==> src/rtl/mult_err_pkg.sv <==
// rtl/mult_err_pkg.sv - shared state encoding and width helpers for the multiplier error sweeper
package mult_err_pkg;

  typedef enum logic [1:0] {
    IDLE   = 2'd0,
    DRIVE  = 2'd1,
    SAMPLE = 2'd2,
    FIN    = 2'd3
  } state_e;

  // Product width for a given operand width.
  function automatic int pw(input int width);
    return 2 * width;
  endfunction

  // Sum-of-error-distance width: wide enough that a full sweep cannot wrap.
  function automatic int sw(input int width);
    return 4 * width;
  endfunction

  // Error-count width: holds 2^(2*WIDTH) without wrapping.
  function automatic int cw(input int width);
    return 2 * width + 1;
  endfunction

  localparam int WIDTH_DEF = 8;
  localparam int PW_DEF    = 2 * WIDTH_DEF;
  localparam int SW_DEF    = 4 * WIDTH_DEF;
  localparam int CW_DEF    = 2 * WIDTH_DEF + 1;

endpackage

==> src/rtl/mult_err_accum.sv <==
// rtl/mult_err_accum.sv - error count, summed and maximum error distance accumulators
module mult_err_accum
  import mult_err_pkg::*;
#(
  parameter  int WIDTH = 8,
  localparam int PW    = pw(WIDTH),
  localparam int SW    = sw(WIDTH),
  localparam int CW    = cw(WIDTH)
) (
  input  logic          clk,
  input  logic          rst,
  input  logic          clear,
  input  logic          en,
  input  logic [PW-1:0] exact,
  input  logic [PW-1:0] approx,
  output logic [CW-1:0] err_count,
  output logic [SW-1:0] sum_abs_ed,
  output logic [PW-1:0] max_ed
);

  logic [CW-1:0] diff_pos;
  logic [CW-1:0] diff_neg;
  logic [PW-1:0] ed;

  logic [CW-1:0] err_q, err_d;
  logic [SW-1:0] sum_q, sum_d;
  logic [PW-1:0] max_q, max_d;

  // Absolute error distance; the extra bit makes the sign of exact-approx visible.
  always_comb begin
    diff_pos = {1'b0, exact} - {1'b0, approx};
    diff_neg = {1'b0, approx} - {1'b0, exact};
    ed       = diff_pos[CW-1] ? diff_neg[PW-1:0] : diff_pos[PW-1:0];
  end

  // Next accumulator values if this cycle's pair is accepted.
  always_comb begin
    err_d = err_q + {{(CW-1){1'b0}}, (ed != '0)};
    sum_d = sum_q + {{(SW-PW){1'b0}}, ed};
    max_d = (ed > max_q) ? ed : max_q;
  end

  // Accumulator registers: cleared on a new sweep, updated only on accepted samples.
  always_ff @(posedge clk or posedge rst) begin
    if (rst) begin
      err_q <= '0;
      sum_q <= '0;
      max_q <= '0;
    end else if (clear) begin
      err_q <= '0;
      sum_q <= '0;
      max_q <= '0;
    end else if (en) begin
      err_q <= err_d;
      sum_q <= sum_d;
      max_q <= max_d;
    end
  end

  assign err_count  = err_q;
  assign sum_abs_ed = sum_q;
  assign max_ed     = max_q;

endmodule

==> src/rtl/mult_err_sweeper.sv <==
// rtl/mult_err_sweeper.sv - sweeps an external multiplier over all operand pairs and scores its error
module mult_err_sweeper
  import mult_err_pkg::*;
#(
  parameter  int WIDTH  = 8,
  parameter  int SETTLE = 2,
  localparam int PW     = pw(WIDTH),
  localparam int SW     = sw(WIDTH),
  localparam int CW     = cw(WIDTH),
  localparam int CNTW   = (SETTLE > 1) ? $clog2(SETTLE + 1) : 1
) (
  input  logic             clk,
  input  logic             rst,
  input  logic             start,
  input  logic             abort,
  output logic [WIDTH-1:0] am_a,
  output logic [WIDTH-1:0] am_b,
  input  logic [PW-1:0]    am_p,
  output logic             busy,
  output logic             done,
  output logic [CW-1:0]    err_count,
  output logic [SW-1:0]    sum_abs_ed,
  output logic [PW-1:0]    max_ed
);

  state_e           state_q, state_d;
  logic [CNTW-1:0]  cnt_q, cnt_d;
  logic [WIDTH-1:0] a_q, a_d;
  logic [WIDTH-1:0] b_q, b_d;
  logic             busy_q, busy_d;
  logic             done_q, done_d;

  logic             acc_clear;
  logic             acc_en;
  logic [PW-1:0]    exact;
  logic             last_pair;

  // Reference product and end-of-sweep detection for the pair currently driven.
  always_comb begin
    exact     = {{WIDTH{1'b0}}, a_q} * {{WIDTH{1'b0}}, b_q};
    last_pair = (a_q == '1) && (b_q == '1);
  end

  // Sweep sequencing: settle, sample, advance operands; abort returns to IDLE without scoring.
  always_comb begin
    state_d   = state_q;
    cnt_d     = cnt_q;
    a_d       = a_q;
    b_d       = b_q;
    busy_d    = busy_q;
    done_d    = 1'b0;
    acc_clear = 1'b0;
    acc_en    = 1'b0;
    unique case (state_q)
      IDLE: begin
        if (start) begin
          acc_clear = 1'b1;
          a_d       = '0;
          b_d       = '0;
          cnt_d     = '0;
          busy_d    = 1'b1;
          state_d   = DRIVE;
        end
      end
      DRIVE: begin
        if (abort) begin
          busy_d  = 1'b0;
          state_d = IDLE;
        end else begin
          cnt_d = cnt_q + 1'b1;
          if (cnt_q == CNTW'(SETTLE - 1)) begin
            state_d = SAMPLE;
          end
        end
      end
      SAMPLE: begin
        if (abort) begin
          busy_d  = 1'b0;
          state_d = IDLE;
        end else begin
          acc_en = 1'b1;
          cnt_d  = '0;
          a_d    = a_q + 1'b1;
          if (a_q == '1) begin
            b_d = b_q + 1'b1;
          end
          if (last_pair) begin
            busy_d  = 1'b0;
            done_d  = 1'b1;
            state_d = FIN;
          end else begin
            state_d = DRIVE;
          end
        end
      end
      FIN: begin
        a_d     = '0;
        b_d     = '0;
        state_d = IDLE;
      end
      default: begin
        busy_d  = 1'b0;
        state_d = IDLE;
      end
    endcase
  end

  // Control and operand registers; every output comes straight from a flop.
  always_ff @(posedge clk or posedge rst) begin
    if (rst) begin
      state_q <= IDLE;
      cnt_q   <= '0;
      a_q     <= '0;
      b_q     <= '0;
      busy_q  <= 1'b0;
      done_q  <= 1'b0;
    end else begin
      state_q <= state_d;
      cnt_q   <= cnt_d;
      a_q     <= a_d;
      b_q     <= b_d;
      busy_q  <= busy_d;
      done_q  <= done_d;
    end
  end

  mult_err_accum #(
    .WIDTH(WIDTH)
  ) u_accum (
    .clk       (clk),
    .rst       (rst),
    .clear     (acc_clear),
    .en        (acc_en),
    .exact     (exact),
    .approx    (am_p),
    .err_count (err_count),
    .sum_abs_ed(sum_abs_ed),
    .max_ed    (max_ed)
  );

  assign am_a = a_q;
  assign am_b = b_q;
  assign busy = busy_q;
  assign done = done_q;

endmodule

==> config.mk <==
export PLATFORM = sky130hd
export DESIGN_NAME = mult_err_sweeper
export DESIGN_NICKNAME = d
export VERILOG_FILES = /design/src/rtl/mult_err_pkg.sv /design/src/rtl/mult_err_accum.sv /design/src/rtl/mult_err_sweeper.sv
export SDC_FILE = /design/constraint.sdc
export NUM_CORES = 1
export LEC_CHECK = 0
export CORE_AREA = 2 2 154 156
export CTS_BUF_LIST = sky130_fd_sc_hd__clkbuf_4 sky130_fd_sc_hd__clkbuf_8
export CTS_CLUSTER_DIAMETER = 50
export DETAILED_ROUTE_END_ITERATION = 10
export DIE_AREA = 0 0 156 158
export PLACE_DENSITY_LB_ADDON = 0.05
export SLEW_MARGIN = 20
export SYNTH_ARGS = -nofsm -noshare
export SYNTH_HDL_FRONTEND = slang
export SYNTH_SLANG_ARGS = --single-unit
==> constraint.sdc <==
create_clock -name clk -period 13.5 [get_ports clk]
set_input_delay 3.375 -clock clk [delete_from_list [all_inputs] [get_ports clk]]
set_output_delay 3.375 -clock clk [all_outputs]
set_load 0.1 [all_outputs]
# --- Word level (Yosys, flattened, before mapping) ---
# Cells that the tools add are included.
# W data, S select, Z words.
op_classes:
  n_lt_le_gt_ge: 1
  muxes: 36
  addsub: 7
  mul: 1
  n_eq_ne: 13
  reduce_logical: 13
op_table:
  columns: ["op", "n"]
  rows:
  - ["$mux W16", 4]
  - ["$mux W32", 2]
  - ["$pmux W8 S3", 2]
  - ["$mux W17", 2]
  - ["$add A32 B16 Y32", 1]
  - ["$mux W8", 4]
  - ["$add A17 B1 Y17", 1]
  - ["$sub A16 B16 Y17", 1]
  - ["$add A8 B1 Y8 const B", 2]
  - ["$eq A8 B8 Y1 const B", 2]
  - ["$gt A16 B16 Y1", 1]
  - ["$mul A8 B8 Y16", 1]
  - ["$mux W2", 8]
  - ["$reduce_bool A16 Y1", 1]
  - ["$sub A16 B16 Y16", 1]
  - ["$reduce_and A4 Y1", 3]
  - ["$mux W1", 11]
  - ["$ne A2 B2 Y1 const B", 5]
  - ["$pmux W2 S4", 1]
  - ["$ne A3 B3 Y1 const B", 2]
  - ["$pmux W2 S3", 1]
  - ["$reduce_bool A3 Y1", 2]
  - ["$eq A2 B1 Y1 const B", 2]
  - ["$eq A2 B2 Y1 const B", 2]
  - ["other kinds (7)", 9]
word_totals:
  ff_bits: 87
  elab_cells: 80
  out_inout_bits: 83

# --- Depth between registers and ports, before layout ---
depth:
  depth_word: 7
  depth_mapped: 40
  ltp_nobuf: 37

# --- Hierarchy ---
# Synthesis repeated with hierarchy kept, for this count alone.
unflattened:
  cells_unflattened: 1081
  hier_area_um2: 9282.7
modules_own_cells:
  columns: ["mod", "area_each_um2", "cells_each", "instances", "seq_area_each_um2"]
  rows:
  - ["mult_err_accum", 5848.1, 690, 1, 1626.6]
  - ["mult_err_sweeper", 3434.5, 391, 1, 550.5]

# --- Worst setup path before layout ---
# No wires, ideal clock.
synth_path:
  path_type: "register to register"
  startpoint: "reg a_q[0] (netlist: am_a[0])"
  endpoint: "reg u_accum.err_q[12] (netlist: u_accum.err_count[12])"
  path_stages_with_launch: 38
  t_arrival_ns: 8.968
  n_path_buf: 1
  slack_ns: 4.400
  synth_period_minus_slack_ns: 9.100
  setup_time_ns: 0.132
  path_cell_list: "dfrtp_1 > clkbuf_1 > nand2_1 > fa_1 > fa_1 > inv_1 > fa_1 > inv_1 > fa_1 > inv_1 > ha_1 > inv_1 > o21bai_1 > a21oi_1 > o21bai_1 > a21oi_1 > o211ai_1 > a21o_1 > (+2 left out) > ha_1 > and4_4 > o211ai_4 > a31o_4 > and3_1 > o311a_1 > o211ai_2 > a41oi_2 > xnor2_1 > or4_1 > or4b_1 > ha_1 > ha_1 > o2111ai_1 > nor2_1 > nand4_1 > xor2_1 > nor2_1"
synth_via:
  elab_chain_len: 7
synth_rtl:
  columns: ["item", "line", "source"]
  rows:
  - ["start: declaration", "mult_err_sweeper.sv:28", "logic [WIDTH-1:0] a_q, a_d;"]
  - ["start signal: assignment", "mult_err_sweeper.sv:113", "a_q <= '0;"]
  - ["start signal: assignment", "mult_err_sweeper.sv:120", "a_q <= a_d;"]
  - ["$mul A8 B8 Y16 (*)", "mult_err_sweeper.sv:40", "exact = {{WIDTH{1'b0}}, a_q} * {{WIDTH{1'b0}}, b_q};"]
  - ["$sub A16 B16 Y17 or $sub A16 B16 Y16 (tied branches)", "mult_err_accum.sv:31, mult_err_accum.sv:32", null]
  - ["$mux W16 (*)", "mult_err_accum.sv:33", "ed = diff_pos[CW-1] ? diff_neg[PW-1:0] : diff_pos[PW-1:0];"]
  - ["$reduce_bool A16 Y1 (*)", "mult_err_accum.sv:38", "err_d = err_q + {{(CW-1){1'b0}}, (ed != '0)};"]
  - ["$add A17 B1 Y17 (*)", "mult_err_accum.sv:38", null]
  - ["$mux W17 (*)", "mult_err_accum.sv:53", "end else if (en) begin"]
  - ["$mux W17 (*)", "mult_err_accum.sv:49", "end else if (clear) begin"]
  - ["end signal: assignment", "mult_err_accum.sv:54", "err_q <= err_d;"]
  - ["end: declaration", "mult_err_accum.sv:25", "logic [CW-1:0] err_q, err_d;"]
# Every way passes the cells marked *; elsewhere a longest branch is shown, timed or not. The select of a mux whose other input is x is not followed.
# A chain may end at the register's enable or synchronous reset.

# --- Worst setup path after layout ---
layout_path:
  startpoint: "reg a_q[3] (netlist: am_a[3])"
  endpoint: "reg u_accum.err_q[14] (netlist: u_accum.err_count[14])"
# Same word-level chain as after synthesis.

==> results.py <==
metrics = {
    "floorplanning": {
        "initial_core_util_pct": 39.5,
        "coreArea_sq_um": 23100,
        "io_pins": 103,
        "die-width_um": 156,
        "rows": 56,
        "die_area_sq_um": 24600,
        "chipHeight_um": 158,
    },
    "route": {
        "drt.antenna.violating_nets": 0,
        "drtPass1Iterations": 4,
        "wirelength_um": 23700,
        "drc_errors": 0,
        "vias_per_cell": 5.26,
        "drt_iter0_drc": 498,
        "wl_per_cell_um": 16.5,
        "vias": 7568,
    },
    "worst_setup_path": {
        "endpoint_kind": "flip-flop",
        "cp.required_ns": 13.75,
        "crit_fanout": 14,
        "critPathLaunchType": "flip-flop",
        "r2r_start": "am_a[3]",
        "crit_slowest_cell": "nor2_1",
        "r2r-end": "u_accum.err_count[14]",
        "crit_arrival_ns": 9.93,
        "path_buf_inv": 2,
        "crit_family": "adder cells",
        "critical_path_class": "flip-flop to flip-flop",
        "r2r_setup_slack_ns": 3.81,
        "worst_path_largest_cell_delay_ns": 0.66,
        "worst-r2r-cell-count": 35,
        "crit_end": "u_accum.err_count[14]",
        "path_common_cell": "a21oi_1",
        "path_depth": 35,
        "crit_start": "am_a[3]",
    },
    "grt": {
        "grt_pass1_wl_um": 38900,
        "grt_max_degree": 50,
        "antenna_found_initial": 0,
        "grt_usage_pct": 19.9,
        "first_global_vias": 7346,
        "grt.overflow.total": 0,
    },
    "sta": {
        "clock.fmax_mhz": 103,
        "relSlewSlack_pct": 30.2,
        "tightest_slew_ns": 1.04,
        "final.setup.tns_ns": 0,
        "finalCritPeriodShare_pct": 71.8,
        "holdWs_ns": 0.521,
        "setup_viol": 0,
        "rsz0062_at_grt": "no",
        "final.setup.worst_slack_ns": 3.81,
        "final_max_slew_viol_count": 0,
        "clock_skew_ns": 0.0182,
        "hold_viol": 0,
        "finalCriticalPeriod_ns": 9.69,
    },
    "synthesis": {
        "synth_async_sr_flop_share_pct": 100,
        "synth_edf_count": 0,
        "avgSynthCellArea_sq_um": 8.50,
        "ys_ff_latch": 87,
        "yosys.area.top_type": "dfrtp_1",
        "syn_area_sq_um": 9100,
        "ys_top_cells_by_area": "dfrtp_1 24%, ha_1 15%, fa_1 8.4%",
        "synth_cell_types": 74,
        "synth.most_common_cell": "nand2_1",
        "synthesis.nets": 1237,
        "yosys_warnings": 0,
        "yosysSeqAreaShare_pct": 23.9,
        "synthFlopType": "dfrtp_1",
        "netlist_instances": 1071,
        "synth_top_area_share_pct": 23.9,
        "synth_commonest_cells": "125 x nand2_1, 120 x inv_1, 108 x ha_1",
    },
    "clocking": {
        "clkTransAtPathRegs_ns": 0.10,
        "post_cts.repair.setup_buffers": 0,
        "htreeDepth": 3,
        "holdBufCountCts": 0,
        "numCtsBuffers": 9,
        "cts_resized": 0,
        "clock_latency_ns": 0.38,
        "cts.sinks": 87,
        "cts_tree": "built",
        "clockBufferDepth": 2,
        "cts_root_buffer": "clkbuf_8",
    },
    "flow_run": {
        "drv_cap": 0,
    },
    "layout": {
        "drive_above_1_share_pct": 3.83,
        "area_growth_pct": 16.1,
        "final_nets": 1310,
        "nFillCells": 2287,
        "antenna_cells": 0,
    },
    "pwr": {
        "p_leak_nw": 4.97,
        "vdd_drop_max_uv": 118,
        "power_density_nw_per_um2": 87.9,
    },
    "status": {
        "outcome": "complete, no violations",
    },
    "min_path": {
        "hp-class": "flip-flop to flip-flop",
        "hp-start": "busy",
    },
    "placed_design": {
        "io_buffers": 102,
        "pre_cts_ws_ns": 3.82,
        "gp_congestion": 0.861,
        "dp_hpwl_um": 18400,
    },
}
==> stage by stage <==
stage	util, %	power, mW	cells	instance area [sq um]
after detailed placement	44.9	0.721	1423	10300
after global routing	45.8	0.988	1439	10600
after floorplan	-	0.617	1071	9100
final	45.8	0.929	1439	10600
after CTS	45.8	0.941	1439	10600
after global placement	44.9	0.722	1423	10300
==> registers in the layout, summed over array words and instances, names as in the netlist <==
name,cells
u_accum.sum_abs_ed,32
busy,1
state_q,2
u_accum.err_count,17
am_b,8
am_a,8
cnt_q,2
done,1
u_accum.max_ed,16
==> worst min path at each step <==
stage | endpoint | slack (ns) | depth (start not counted)
after floorplan | cnt_q[1] | 0.49 | 1
after CTS | busy | 0.52 | 2
after global routing | cnt_q[1] | 0.57 | 1
after global placement | busy | 0.48 | 2
final | busy | 0.52 | 2
after detailed placement | busy | 0.48 | 2
==> cells in the final DEF (no fill, tap or decap), types with 4 or more instances in the layout <==
master	synthesis	routed
or3_1	12	12
o21ai_0	41	41
nor4_1	5	5
ha_1	108	108
a31oi_1	10	10
xor2_1	32	32
a311oi_1	6	6
clkbuf_8	0	10
o31ai_1	5	5
nand3_1	24	24
a211oi_1	6	6
and4_1	6	6
and2_1	55	55
dfrtp_1	87	87
o21bai_1	10	10
nand2b_1	9	9
fa_1	38	38
inv_1	120	119
nor3_1	4	4
nor2b_1	5	4
nor2_1	61	61
nand4_1	15	15
o211ai_1	6	6
clkdlybuf4s50_1	0	102
a21oi_1	75	75
a21o_1	19	19
xnor2_1	36	36
and3_1	13	13
nand2_1	125	125
mux2i_1	25	25
o21a_1	5	5
buf_4	3	6
==> tightest hold or removal path, cell delays in order (launching register included) <==
cell     delay, ns
dfrtp_1       0.37
nand2_1       0.05
o21ai_0       0.07
==> logic make-up (layout without fill, tap and decap cells) <==
| family | after synthesis | after routing | synth area share [%] |
|---|---|---|---|
| buffers and inverters | 166 | 244 | 7.08 |
| multiplexers | 25 | 25 | 2.75 |
| AO/OA/AOI/OAI | 223 | 223 | 16.4 |
| adder cells (fa/ha/maj) | 149 | 149 | 23.5 |
| flip-flops | 87 | 87 | 23.9 |
| XOR/XNOR | 71 | 71 | 7.30 |
| AND/OR/NAND/NOR | 350 | 350 | 19.1 |
==> power breakdown <==
group          switching (mW)  internal (mW)  leakage (nW)
registers              0.0205          0.281          1.21
logic                   0.292          0.122          3.65
clock network           0.104          0.110         0.113
total                   0.417          0.513          4.97
==> cell type report <==
cell class	count	area, sq um	area share [%]
inverter	120	452	4.27
multi-input combinational	818	6280	59.5
sequential	87	2180	20.6
clock buffer	10	138	1.30
clock inverter	6	90.1	0.852
timing repair buffer	108	1070	10.1
tap	290	363	3.43
==> layer usage <==
layer | vias up | GRT usage [%] | part of all wire [%]
met3 | 17 | 3.45 | 3.7
met4 | 0 | 3.45 | 1.0
li1 | 3788 | - | -
met2 | 137 | 31.4 | 44
met5 | - | 0 | 0
met1 | 3626 | 28.9 | 51
Note: power is estimated with default switching activity, not from simulation.
